`src/rtl/divider_32bit.sv`:
```
// Sequential 32-bit radix-2 restoring divider with a start/done level handshake.
// Define DIVIDER_SIGNED_EN for two's-complement operands; default build is unsigned.
module divider_32bit (
  input  logic        clk,
  input  logic        rst_n,
  input  logic        start,
  input  logic [31:0] a,
  input  logic [31:0] b,
  output logic [31:0] quotient,
  output logic [31:0] remainder,
  output logic        done,
  output logic        div_by_zero
);

  localparam logic [1:0] IDLE    = 2'd0;
  localparam logic [1:0] COMPUTE = 2'd1;
  localparam logic [1:0] FINISH  = 2'd2;
  localparam logic [1:0] DONE    = 2'd3;

  logic [1:0]  state_q, state_d;
  logic [4:0]  cnt_q, cnt_d;
  logic [31:0] dvd_q, dvd_d;     // dividend shifts out MSB-first, quotient bits shift in
  logic [31:0] dsr_q, dsr_d;
  logic [31:0] rem_q, rem_d;
  logic [31:0] a_orig_q, a_orig_d;
  logic [31:0] quot_out_q, quot_out_d;
  logic [31:0] rem_out_q, rem_out_d;
  logic        done_q, done_d;
  logic        dbz_q, dbz_d;

  logic [31:0] a_mag, b_mag;
  logic [32:0] trial;
  logic        qbit;
  logic [31:0] quot_final, rem_final;

`ifdef DIVIDER_SIGNED_EN
  logic neg_quot_q, neg_quot_d;
  logic neg_rem_q, neg_rem_d;

  assign a_mag      = a[31] ? 32'd0 - a : a;
  assign b_mag      = b[31] ? 32'd0 - b : b;
  assign quot_final = neg_quot_q ? 32'd0 - dvd_q : dvd_q;
  assign rem_final  = neg_rem_q ? 32'd0 - rem_q : rem_q;
`else
  assign a_mag      = a;
  assign b_mag      = b;
  assign quot_final = dvd_q;
  assign rem_final  = rem_q;
`endif

  // With trial[32] set the trial exceeds any 32-bit divisor and the difference fits 32 bits.
  assign trial = {rem_q, dvd_q[31]};
  assign qbit  = trial[32] | (trial[31:0] >= dsr_q);

  always_comb begin
    state_d    = state_q;
    cnt_d      = cnt_q;
    dvd_d      = dvd_q;
    dsr_d      = dsr_q;
    rem_d      = rem_q;
    a_orig_d   = a_orig_q;
    quot_out_d = quot_out_q;
    rem_out_d  = rem_out_q;
    done_d     = done_q;
    dbz_d      = dbz_q;
`ifdef DIVIDER_SIGNED_EN
    neg_quot_d = neg_quot_q;
    neg_rem_d  = neg_rem_q;
`endif
    case (state_q)
      IDLE: begin
        done_d = 1'b0;
        if (start) begin
          state_d  = COMPUTE;
          cnt_d    = 5'd0;
          dvd_d    = a_mag;
          dsr_d    = b_mag;
          rem_d    = 32'd0;
          a_orig_d = a;
          dbz_d    = 1'b0;
`ifdef DIVIDER_SIGNED_EN
          neg_quot_d = a[31] ^ b[31];
          neg_rem_d  = a[31];
`endif
        end
      end
      COMPUTE: begin
        rem_d = qbit ? trial[31:0] - dsr_q : trial[31:0];
        dvd_d = {dvd_q[30:0], qbit};
        cnt_d = cnt_q + 5'd1;
        if (cnt_q == 5'd31) begin
          state_d = FINISH;
        end
      end
      FINISH: begin
        state_d = DONE;
        done_d  = 1'b1;
        if (dsr_q == 32'd0) begin
          quot_out_d = 32'hFFFF_FFFF;
          rem_out_d  = a_orig_q;
          dbz_d      = 1'b1;
        end else begin
          quot_out_d = quot_final;
          rem_out_d  = rem_final;
          dbz_d      = 1'b0;
        end
      end
      DONE: begin
        if (!start) begin
          state_d = IDLE;
          done_d  = 1'b0;
        end
      end
      default: begin
        state_d = IDLE;
        done_d  = 1'b0;
      end
    endcase
  end

  always_ff @(posedge clk or negedge rst_n) begin
    if (!rst_n) begin
      state_q    <= IDLE;
      cnt_q      <= 5'd0;
      dvd_q      <= 32'd0;
      dsr_q      <= 32'd0;
      rem_q      <= 32'd0;
      a_orig_q   <= 32'd0;
      quot_out_q <= 32'd0;
      rem_out_q  <= 32'd0;
      done_q     <= 1'b0;
      dbz_q      <= 1'b0;
`ifdef DIVIDER_SIGNED_EN
      neg_quot_q <= 1'b0;
      neg_rem_q  <= 1'b0;
`endif
    end else begin
      state_q    <= state_d;
      cnt_q      <= cnt_d;
      dvd_q      <= dvd_d;
      dsr_q      <= dsr_d;
      rem_q      <= rem_d;
      a_orig_q   <= a_orig_d;
      quot_out_q <= quot_out_d;
      rem_out_q  <= rem_out_d;
      done_q     <= done_d;
      dbz_q      <= dbz_d;
`ifdef DIVIDER_SIGNED_EN
      neg_quot_q <= neg_quot_d;
      neg_rem_q  <= neg_rem_d;
`endif
    end
  end

  assign quotient    = quot_out_q;
  assign remainder   = rem_out_q;
  assign done        = done_q;
  assign div_by_zero = dbz_q;

endmodule

```
`config.mk`:
```
export PLATFORM = sky130hd
export DESIGN_NAME = divider_32bit
export DESIGN_NICKNAME = d
export VERILOG_FILES = /design/src/rtl/divider_32bit.sv
export SDC_FILE = /design/constraint.sdc
export NUM_CORES = 1
export LEC_CHECK = 0
export BUFFER_PORTS_ARGS = -buffer_cell sky130_fd_sc_hd__buf_2
export CAP_MARGIN = 15
export CORE_MARGIN = 2
export CORE_UTILIZATION = 60
export CTS_CLUSTER_DIAMETER = 30
export DETAILED_ROUTE_END_ITERATION = 16
export PLACE_DENSITY = 0.82
export SYNTH_ARGS = -nofsm -noshare
export SYNTH_HDL_FRONTEND = slang
export SYNTH_SLANG_ARGS = --single-unit
```
`constraint.sdc`:
```
create_clock -name clk -period 5.16 [get_ports clk]
set_input_delay 0 -clock clk [delete_from_list [all_inputs] [get_ports clk]]
set_output_delay 0 -clock clk [all_outputs]
set_load 0.01 [all_outputs]
```
After elaboration in Yosys (flattened, before gate mapping). Cells that the tools add are included.

Flip-flop bits (word level): 201. Latch bits: 0. Memory bits (writable): 0. Memory bits (read-only): 0. Input bits: 67. Output and inout port bits: 66. Logic and storage cells: 49. Memories kept: 0.

Add/sub/neg operators: 2. Multiply operators: 0. Div/mod/pow operators: 0. Magnitude comparators: 1. Equality and inequality tests: 7. Shift-type cells: 0. Muxes and demuxes: 18. Bitwise logic cells: 1. Reductions and logical operators: 10.

Operators by type and width (number): $mux 32 (5); $pmux 32 s2 (2); $ge 32x32->1 (1); $logic_not 32->1 (1); $sub 32x32->32 (1); $pmux 5 s2 (1); $pmux 2 s4 (1); $reduce_and 2->1 (4); $mux 2 (3); $ne 2x2->1 const B (3); $add 5x1->5 const B (1); $eq 5x5->1 const B (1); $mux 5 (1); $eq 2x2->1 const B (2); $reduce_bool 2->1 (2); $mux 1 (3); $pmux 1 s3 (1); $reduce_and 3->1 (1); $reduce_bool 3->1 (1); $eq 2x1->1 const B (1); $logic_not 2->1 (1); $pmux 1 s2 (1); $or 1x1->1 (1).

Logic depth before layout (Yosys ltp). Gate-level depths: netlist (run 1).

Word-level depth: 4. Depth in mapped cells: 15. Depth with buffers taken out: 13.

Worst setup path after synthesis (run 1). OpenSTA, ideal clock, no wires.

Path kind: flip-flop to flip-flop. Start: register dvd_q[31]. End: register rem_q[30], in the netlist rem_final[30]. Library setup time: 0.121 ns. Arrival time: 2.649 ns. Required time: 5.039 ns. Path slack: 2.390 ns. Stages on the path, launching flop included: 14. Buffers on the path: 0. Clock period less this slack: 2.770 ns. Cells stage by stage: dfrtp_1 -> inv_1 -> ha_1 -> inv_1 -> fa_1 -> a21o_1 -> a21oi_1 -> o21ba_2 -> o21ai_1 -> a211o_1 -> a41oi_1 -> xor2_1 -> o21ai_1 -> a22o_1.

Longest elaborated chain between the ends: 4. Elaborated cells on any way between the ends: 5. Classes of those cells: 1 x add/sub; 1 x order compare; 2 x mux; 1 x bitwise.

RTL lines: start: declaration (line 22) `logic [31:0] dvd_q, dvd_d;`; start signal: assignment (line 140) `dvd_q <= dvd_d;`; $ge 32x32->1 (line 53) `assign qbit = trial[32] | (trial[31:0] >= dsr_q);`; $or 1x1->1 (line 53); $mux 32 * (line 88) `rem_d = qbit ? trial[31:0] - dsr_q : trial[31:0];`; $pmux 32 s2 * (line 70) `case (state_q)`; end signal: assignment (line 142) `rem_q <= rem_d;`; end: declaration (line 24) `logic [31:0] rem_q, rem_d;`.

Mark *: on every way between the ends. The rest lies on a longest branch, timed or not. A chain may end at the register's enable or synchronous reset.

Worst setup path in the final report (run 1).
Start: register dvd_q[31]. End: register rem_q[4], in the netlist rem_final[4].

The elaborated chain is that of the path after synthesis.

==> metrics.txt, run 1 <==
max cap viols 0; Distinct cells, synth 59; met1 Use GR 0.395; Worst setup SP type flop; FILL cells 1081; M3 GR Usage 0.0535; max incr delay on CP 0.62 ns; die area 18400 um^2; DR WL/cell 18.6 um; HP Class in2async; fin crit period 3.58 ns; Crit Reg-Reg Endpoint rem_final[4]; Avg Cell Area, Syn 10.1 um^2; critical path's top delay family compound AO/OA/AOI/OAI gates; final hold violations 0; Post-DP Area 11200 um^2; Max Slew Vio Count 0; Final Setup Violations 0; Worst-path clk slew 0.06 ns; pin count of the biggest net entering global routing 80; Synth Instances 1035; status complete, no violations; Worst Reg-to-Reg Cells 13; Max Fclk 279 MHz; Max-Slew Margin vs Limit 0.263; initial antenna violation count 1; flops & latches, synth 201; Worst setup EP type flop; CP most frequent cell inv_1; final clock skew 0.0277 ns; r2r startpoint dvd_q[31]; die width 136 um; clk_lat worst skew 0.52 ns; Tightest Pin Transition 1.11 ns; Area Overhead vs Synth 26.4%; P_leak 6.02 nW; postcts setup bufs 0; fin util 0.770; WL final 27.3 mm; die height 136 um; DR iter-0 viols 564; n_diodes 0; Worst R2R Setup Slack 1.58 ns; Worst Path Required 5.56 ns; ratio of cells with drive above 1 in the final layout 0.231; GRT overflow 0; Starting Density 0.609; vias in the first global route 8790; maximum vdd drop 0.000515 V; setup TNS 0 ns; peak fanout along the critical path 31; routed vias 8594; CTS tree done; warnings from Yosys 0; Placer Congestion 0.935; area leader, netlist dfrtp_1; io pins 133; Mapped Area 10400 um^2; Vias/cell 5.85; remaining antenna violation count 0; top_reg_cell synth dfrtp_1; Final HPWL DP 17.4 mm; Worst EP arrival 3.98 ns; design area 13200 um^2; H-Tree Depth 2; number of buffers added on ports 132; clock sink count 201; post-layout net count 1323; unrepaired setup endpoints after global routing no; part of the cycle the worst path needs 0.693; EDFF count, synth 0; register area share after synthesis 0.483; top cell type's share of synthesized area 0.483; worst-path cell chain inv_1 > ha_1 > inv_1 > fa_1 > a21o_1 > a21oi_1 > o21ba_2 > o22a_1 > a31oi_1 > o32ai_4 > buf_4 > o21ai_1 > a22o_1; GRT Total Usage 0.307; Async SR Flop Fraction 1.00; GRT met2 Usage 0.524; CTS Root Buffer Type clkbuf_16; clk buf depth 3; kind of critical path reg2reg; Slowest cell on crit path o32ai_4; syn_nets 1142; largest cells by area after synthesis dfrtp_1, mux2_2, mux2i_1; fin worst setup slack 1.58 ns; Pre-antenna DRT Iters 7; drt drc 0; buffers and inverters on the worst path 3; core area 17100 um^2; first-pass GRT wire length 44.6 mm; most used routing layer met2; pwr dens 795 nW/um^2; Core Rows 48; dpl ws 1.65 ns; Num CTS Buffers 37
-- power breakdown --
group	switching [mW]	internal (mW)	total [mW]
sequential	0.619	2.37	2.99
combinational	2.89	2.05	4.94
clock	0.854	1.69	2.54
-- metal layers --
metal  wire length, um  vias to the layer above
li1                  -                     4046
met4               772                        0
met2             13700                      295
met3              1640                       72
met1             11100                     4181
met5                 0                        -
-- logic make-up (layout without fill, tap and decap cells) --
kind of cell,count (synthesis),count (layout),synth area share
buffers and inverters,104,313,0.0423
xor gates and xnor gates,27,27,0.0227
AOI/OAI and AO/OA,265,265,0.156
DFF,201,201,0.483
adders and majority gates,40,40,0.0487
muxes,134,134,0.137
and+or+nand+nor,264,264,0.111
-- stage by stage --
stage	instances	total power, mW	hold slack, ns
3_5_place_dp	1336	7.77	0.0852
4_1_cts	1469	10.4	0.115
6_report	1469	10.5	0.0847
5_1_grt	1469	11.2	0.148
3_3_place_gp	1336	7.63	0.0842
2_1_floorplan	1035	6.53	-0.296
-- cell usage in the layout (no fill, tap or decap), types with 34 or more instances in the layout --
master / count
dlygate4sd3_1: 66
clkbuf_16: 37
inv_1: 39
a21oi_1: 95
nor2_1: 116
mux2i_1: 68
nand2_1: 86
dfrtp_1: 201
buf_2: 131
o21ai_1: 34
ha_1: 37
mux2_2: 66
o21ai_0: 49
-- cell usage after synthesis (12+ instances only) --
library cell    n
nand2_1        87
dfrtp_1       201
a21o_1         15
o21ai_1        34
nor2_1        117
clkbuf_1       42
nand4_1        12
ha_1           39
xor2_1         13
inv_1          39
xnor2_1        14
mux2_2         66
mux2i_1        68
a21oi_1        95
a22o_1         22
o21ai_0        49
-- worst reg2reg max path, stage by stage, from the launching register on --
cell,delay (ns)
dfrtp_1,0.41
inv_1,0.07
ha_1,0.16
inv_1,0.05
fa_1,0.39
a21o_1,0.21
a21oi_1,0.22
o21ba_2,0.23
o22a_1,0.18
a31oi_1,0.14
o32ai_4,0.62
buf_4,0.43
o21ai_1,0.13
a22o_1,0.21
-- registers in the layout (all words and copies together), names as in the netlist --
register	count
a_orig_q	32
cnt_q	5
div_by_zero	1
done	1
dsr_q	32
dvd_q	32
quotient	32
rem_final	32
remainder	32
state_q	2
-- worst max-delay path by stage --
stage                              from             to  depth (start not counted)
final                         dvd_q[31]   rem_final[4]                         13
after global routing          dvd_q[31]   rem_final[1]                         13
after CTS                     dvd_q[31]   rem_final[4]                         13
after detailed placement      dvd_q[31]   rem_final[4]                         13
after global placement    rem_final[13]  rem_final[15]                         11
after floorplan               dvd_q[31]  rem_final[30]                         13
-- area by class of cell --
type	count	area (um^2)	share of cell area
clock buffers	44	992	0.0753
clock inverters	23	328	0.0249
inverters	39	146	0.0111
multi-input cells	730	5000	0.379
flip-flops and latches	201	5030	0.382
well taps	225	282	0.0214
repair buffers	207	1400	0.106
-- timing repair --
action / 4_1_cts / 5_1_grt
endpoints found under the hold margin: 176 / 0
gates resized for setup: 0 / 0
hold buffers: 66 / 0
Note: power is estimated with default switching activity, not from simulation.
==> run 2, diff against run 1 <==
Settings changed: CORE_UTILIZATION 60 to 53, PLACE_DENSITY 0.82 to 0.77.
Clock period 5.16 ns to 3.15 ns, I/O delays scaled along.
==> run 2 against run 1 <==
Effect of this change:
- sequential power increased by 64%
- combinational power is 76% higher
- utilization is 6.7 points lower
- die area grew 13%
- clock-buffer cell count is 3 higher
- final area up 3.5%
- global-route usage is 2.8 points lower
- via count up 2.8%
- cell count increased by 5.3%
- highest routed layer is now met5
==> metrics.txt, run 2 (synthesis gave the netlist of run 1 again) <==
status complete, no violations; Post-DP Area 11500 um^2 (+2.8%); post-layout net count 1359 (+2.7%); part of the cycle the worst path needs 0.960 (+0.267); Core Rows 51 (+6.3%); CP most frequent cell nand2_1; peak fanout along the critical path 8 (-74%); r2r startpoint dsr_q[17]; Tightest Pin Transition 0.873 ns (-0.232 ns); drt drc 0 (unchanged); max incr delay on CP 0.60 ns (-0.02 ns); setup TNS 0 ns (unchanged); die height 144 um (+6.2%); H-Tree Depth 2 (unchanged); Comb power frac 0.486 (+0.014); P_leak 6.25 nW (+3.8%); switching power 7.33 mW (+68%); design area 13600 um^2 (+3.5%); vias in the first global route 8918 (+1.5%); Max Fclk 331 MHz (+18%); core area 19400 um^2 (+13%); Placer Congestion 0.938 (+0.31%); final clock skew 0.0231 ns (-0.00464 ns); Slowest cell on crit path or4_1; clk buf depth 3 (unchanged); ratio of cells with drive above 1 in the final layout 0.258 (+0.0275); CTS Root Buffer Type clkbuf_16; die width 144 um (+6.2%); pwr dens 1310 nW/um^2 (+65%); Max Slew Vio Count 0 (unchanged); clk_lat worst skew 0.52 ns (about the same); kind of critical path reg2reg; WL final 28.1 mm (+3.2%); internal cell power 10.5 mW (+73%); HP Class in2async; maximum vdd drop 0.000803 V (+56%); die area 20800 um^2 (+13%); Worst R2R Setup Slack 0.13 ns (-1.46 ns); Num CTS Buffers 39 (+5.4%); Area Overhead vs Synth 30.8%; Max-Slew Margin vs Limit 0.418 (+0.155); most common cell after layout, fill and taps aside dfrtp_1; worst-path cell chain inv_1 > ha_1 > nand4_4 > nor3_4 > nand2_1 > or4_1 > a31oi_4 > o32ai_4 > buf_4 > nand2_1 > o21ai_1 > a22o_1; clock sink count 201 (unchanged); Vias/cell 5.71 (-2.4%); part of the power in registers 0.273 (-0.012); Worst EP arrival 3.42 ns (-0.56 ns); Starting Density 0.537 (-0.0716); final hold violations 0 (unchanged); Hold WS 0.141 ns (+0.0566 ns); initial antenna violation count 1 (unchanged); GRT overflow 0 (unchanged); Worst setup EP type flop; Final Setup Violations 0 (unchanged); pin count of the biggest net entering global routing 104 (+30%); unrepaired setup endpoints after global routing no; max cap viols 0 (unchanged); number of buffers added on ports 132 (unchanged); n_diodes 0 (unchanged); Final HPWL DP 18.4 mm (+5.4%); remaining antenna violation count 0 (unchanged); Sw Share 0.410 (-0.00641); first-pass GRT wire length 45.3 mm (+1.5%); dpl ws 0.0783 ns (-1.57 ns); DR iter-0 viols 510 (-9.6%); fin worst setup slack 0.126 ns (-1.46 ns); fin crit period 3.02 ns (-0.554 ns); Crit Reg-Reg Endpoint rem_final[30]; GRT Total Usage 0.278 (-0.0284); io pins 133 (unchanged); CTS tree done; Clock power frac 0.241 (-0.002); Worst Path Required 3.55 ns (-2.01 ns); CP Launch Point dsr_q[17]; Worst Reg-to-Reg Cells 12 (-1); routed vias 8834 (+2.8%); Pre-antenna DRT Iters 5 (-2); Worst setup endpoint rem_final[30]; Worst setup SP type flop; DR WL/cell 18.2 um (-2.0%); most frequent cells in the layout dfrtp_1, buf_2, nor2_1; Worst-path clk slew 0.05 ns (about the same)
-- run 2: cell types whose count changed in the layout (fill, tap and decap cells not counted), sizes merged --
cell / before / now
o32ai: 2 / 3
clkbuf: 45 / 48
buf: 140 / 173
inv: 43 / 42
clkinv: 7 / 9
-- run 2: what timing repair did --
action / 4_1_cts / 5_1_grt
endpoints found under the setup margin: 0 / 30
hold buffers: 66 / 0
resized for setup: 0 / 9
buffers inserted: 0 / 3
hold endpoints to repair: 199 / 0
-- run 2: how the worst min path moves through the flow --
stage	start	endpoint	depth (start not counted)
after global placement	rst_n	remainder[8]	1
final	rst_n	quotient[4]	2
after floorplan	rst_n	a_orig_q[0]	0
after CTS	rst_n	quotient[4]	2
after detailed placement	rst_n	remainder[8]	1
after global routing	rst_n	quotient[4]	2
-- run 2: worst max-delay path: cells and delay by family (launching register included) --
kind | cells | cell delay [ns]
buffers and inverters | 2 | 0.27
AND/OR/NAND/NOR | 5 | 1.20
AO/OA/AOI/OAI | 4 | 0.73
flip-flops | 1 | 0.38
adder cells (fa/ha/maj) | 1 | 0.34
-- run 2: metrics by stage --
step / util / std cells / total power, mW
floorplan: - / 1035 / 10.7
global placement: 0.593 / 1406 / 12.9
detailed placement: 0.593 / 1406 / 13.2
CTS: 0.698 / 1543 / 17.7
global route: 0.703 / 1547 / 19.2
finish: 0.703 / 1547 / 17.9
-- run 2: power groups by stage --
stage	registers [mW]	logic (mW)	clock network [mW]
3_3_place_gp	4.84	8.08	0
5_1_grt	5.04	9.63	4.49
6_report	4.89	8.69	4.30
2_1_floorplan	4.76	5.93	0
3_5_place_dp	4.88	8.27	0
4_1_cts	4.86	8.44	4.35
-- run 2: layer usage --
| layer | vias to the layer above | global-route usage | wire, um |
|---|---|---|---|
| li1 | 4114 | - | - |
| met2 | 318 | 0.465 | 13700 |
| met4 | 2 | 0.117 | 1100 |
| met5 | - | 0 | 13 |
| met3 | 97 | 0.0570 | 1760 |
| met1 | 4303 | 0.355 | 11600 |
-- run 2: area by class of cell --
| cell class | count | area, um^2 |
|---|---|---|
| Timing Repair Buffer | 240 | 1680 |
| Clock buffer | 47 | 1060 |
| Sequential cell | 201 | 5030 |
| Clock inverter | 24 | 315 |
| Multi-Input combinational cell | 731 | 5070 |
| Fill cell | 1407 | 5770 |
| Inverter | 39 | 146 |
| Tap cell | 265 | 332 |
==> run 3, diff against run 2 <==
Settings changed: CORE_UTILIZATION 53 to 58, PLACE_DENSITY 0.77 to 0.8.
Clock period 3.15 ns to 3.3 ns, I/O delays scaled along.
==> run 3 against run 2 <==
Effect of this change:
- via count rose by 1.5%
- routed wire length increased by 4.2%
- die area shrank 8.4%
- clock power is 8.1% higher
==> metrics.txt, run 3 (synthesis gave the netlist of run 1 again) <==
die width 138 um (-4.3%); pin count of the biggest net entering global routing 117 (+13%); number of buffers added on ports 132 (unchanged); Worst setup SP type flop; Placer Congestion 0.908 (-3.2%); clock sink count 201 (unchanged); Total Power 17.7 mW (-0.98%); die area 19100 um^2 (-8.4%); H-Tree Depth 2 (unchanged); Worst setup EP type flop; setup TNS 0 ns (unchanged); most common cell after layout, fill and taps aside dfrtp_1; Final HPWL DP 18.2 mm (-0.89%); max cap viols 0 (unchanged); buffers and inverters on the worst path 2 (unchanged); first-pass GRT wire length 47.5 mm (+4.9%); final hold violations 0 (unchanged); dpl ws 0.139 ns (+0.0604 ns); Max-Slew Margin vs Limit 0.326 (-0.0919); GRT overflow 0 (unchanged); Core Rows 49 (-3.9%); clk_lat worst skew 0.53 ns (about the same); HP Class in2async; Num CTS Buffers 41 (+5.1%); critical path's top delay family compound AO/OA/AOI/OAI gates; drt drc 0 (unchanged); Worst EP arrival 3.58 ns (+0.16 ns); Final Setup Violations 0 (unchanged); Starting Density 0.586 (+0.0489); Area Overhead vs Synth 31.1%; Max Slew Vio Count 0 (unchanged); fin worst setup slack 0.118 ns (-0.00788 ns); max incr delay on CP 0.41 ns (-0.19 ns); WL final 29.3 mm (+4.2%); part of the cycle the worst path needs 0.964 (+0.00420); post-layout net count 1349 (-0.74%); clk buf depth 3 (unchanged); GRT Total Usage 0.307 (+0.0290); Vias/cell 5.96 (+4.4%); CTS tree done; ratio of cells with drive above 1 in the final layout 0.251 (-0.00721); initial antenna violation count 0 (-1); status complete, no violations; Slowest cell on crit path dfrtp_1; CTS Root Buffer Type clkbuf_16; DR iter-0 viols 725 (+42%); most frequent cells in the layout dfrtp_1, buf_2, nor2_1; maximum vdd drop 0.000722 V (-10%); kind of critical path reg2reg; pwr dens 1300 nW/um^2 (-1.2%); io pins 133 (unchanged); vias in the first global route 9105 (+2.1%); worst-path cell chain inv_1 > ha_1 > inv_1 > fa_1 > a21o_1 > a21oi_1 > o21ba_2 > o21ai_1 > a211o_1 > a41oi_1 > xor2_1 > o21ai_1 > a22o_1; routed vias 8965 (+1.5%); Worst-path clk slew 0.05 ns (about the same); core area 17800 um^2 (-8.3%); Pre-antenna DRT Iters 5 (unchanged); Max Fclk 314 MHz (-5.0%); fin crit period 3.18 ns (+0.158 ns); peak fanout along the critical path 4 (-4); P_leak 6.26 nW (+0.25%); final clock skew 0.0132 ns (-0.00985 ns); n_diodes 0 (unchanged); Cells after DPL 1358 (-3.4%); post-route insts no fill 1504 (-2.8%); die height 138 um (-4.3%); fin util 0.768 (+0.0659); Tightest Pin Transition 1.01 ns (+0.138 ns); remaining antenna violation count 0 (unchanged); DR WL/cell 19.5 um (+7.2%); Worst Path Required 3.70 ns (+0.15 ns)
==> run 3: changes by cell type in the layout (fill, tap and decap cells not counted), moves of 2 or more <==
cell	delta
buf_4	-13
bufinv_16	+4
clkinv_2	-4
clkbuf_8	+3
a21oi_1	+2
a21oi_2	-2
a41oi_1	+2
a41oi_2	-2
clkbuf_16	+2
==> run 3: worst reg2reg max path: stages, from the launching register on <==
cell and delay [ns]:
dfrtp_1 0.41, inv_1 0.07, ha_1 0.17, inv_1 0.06, fa_1 0.41, a21o_1 0.21
a21oi_1 0.21, o21ba_2 0.22, o21ai_1 0.12, a211o_1 0.37, a41oi_1 0.33, xor2_1 0.20
o21ai_1 0.08, a22o_1 0.20
==> run 3: cell type report <==
type / count / area (um^2)
inverters: 39 / 146
fillers: 1103 / 4120
well taps: 229 / 287
multi-input cells: 731 / 5030
flip-flops and latches: 201 / 5030
repair buffers: 228 / 1610
clock inverters: 24 / 417
clock buffers: 52 / 1150
==> run 3: repair_timing <==
item / 4_1_cts / 5_1_grt
gates resized for setup: 0 / 3
buffers inserted: 0 / 3
endpoints found under the setup margin: 0 / 30
hold buffers: 66 / 0
endpoints found under the hold margin: 213 / 0
==> run 3: per-stage QoR <==
step	cell area (um^2)	hold WS, ns
3_3_place_gp	11400	0.207
3_5_place_dp	11400	0.209
5_1_grt	13700	0.254
6_report	13700	0.197
4_1_cts	13600	0.233
2_1_floorplan	10400	-0.296
==> run 3: routing by layer <==
layer,track usage,share of wire
met5,0,0
met4,0.120,0.038
met3,0.0468,0.056
met2,0.536,0.51
met1,0.388,0.40
==> run 3: path summary, 6_finish.rpt <==
path | start | end | slack, ns | depth (start not counted)
max reg2reg | dvd_q[31] | rem_final[30] | 0.12 | 13
min reg2reg | div_by_zero | div_by_zero | 0.49 | 1
min | rst_n | remainder[8] | 0.20 | 2
max | dvd_q[31] | rem_final[30] | 0.12 | 13
min in group clk | b[30] | dsr_q[30] | 0.24 | 3
max in group asynchronous | rst_n | quotient[12] | 2.13 | 3
==> run 3: power breakdown <==
| part | internal, mW | switching [mW] |
|---|---|---|
| Sequential | 3.71 | 1.00 |
| Combinational | 3.54 | 4.81 |
| Clock | 3.25 | 1.40 |
| Total | 10.5 | 7.21 |
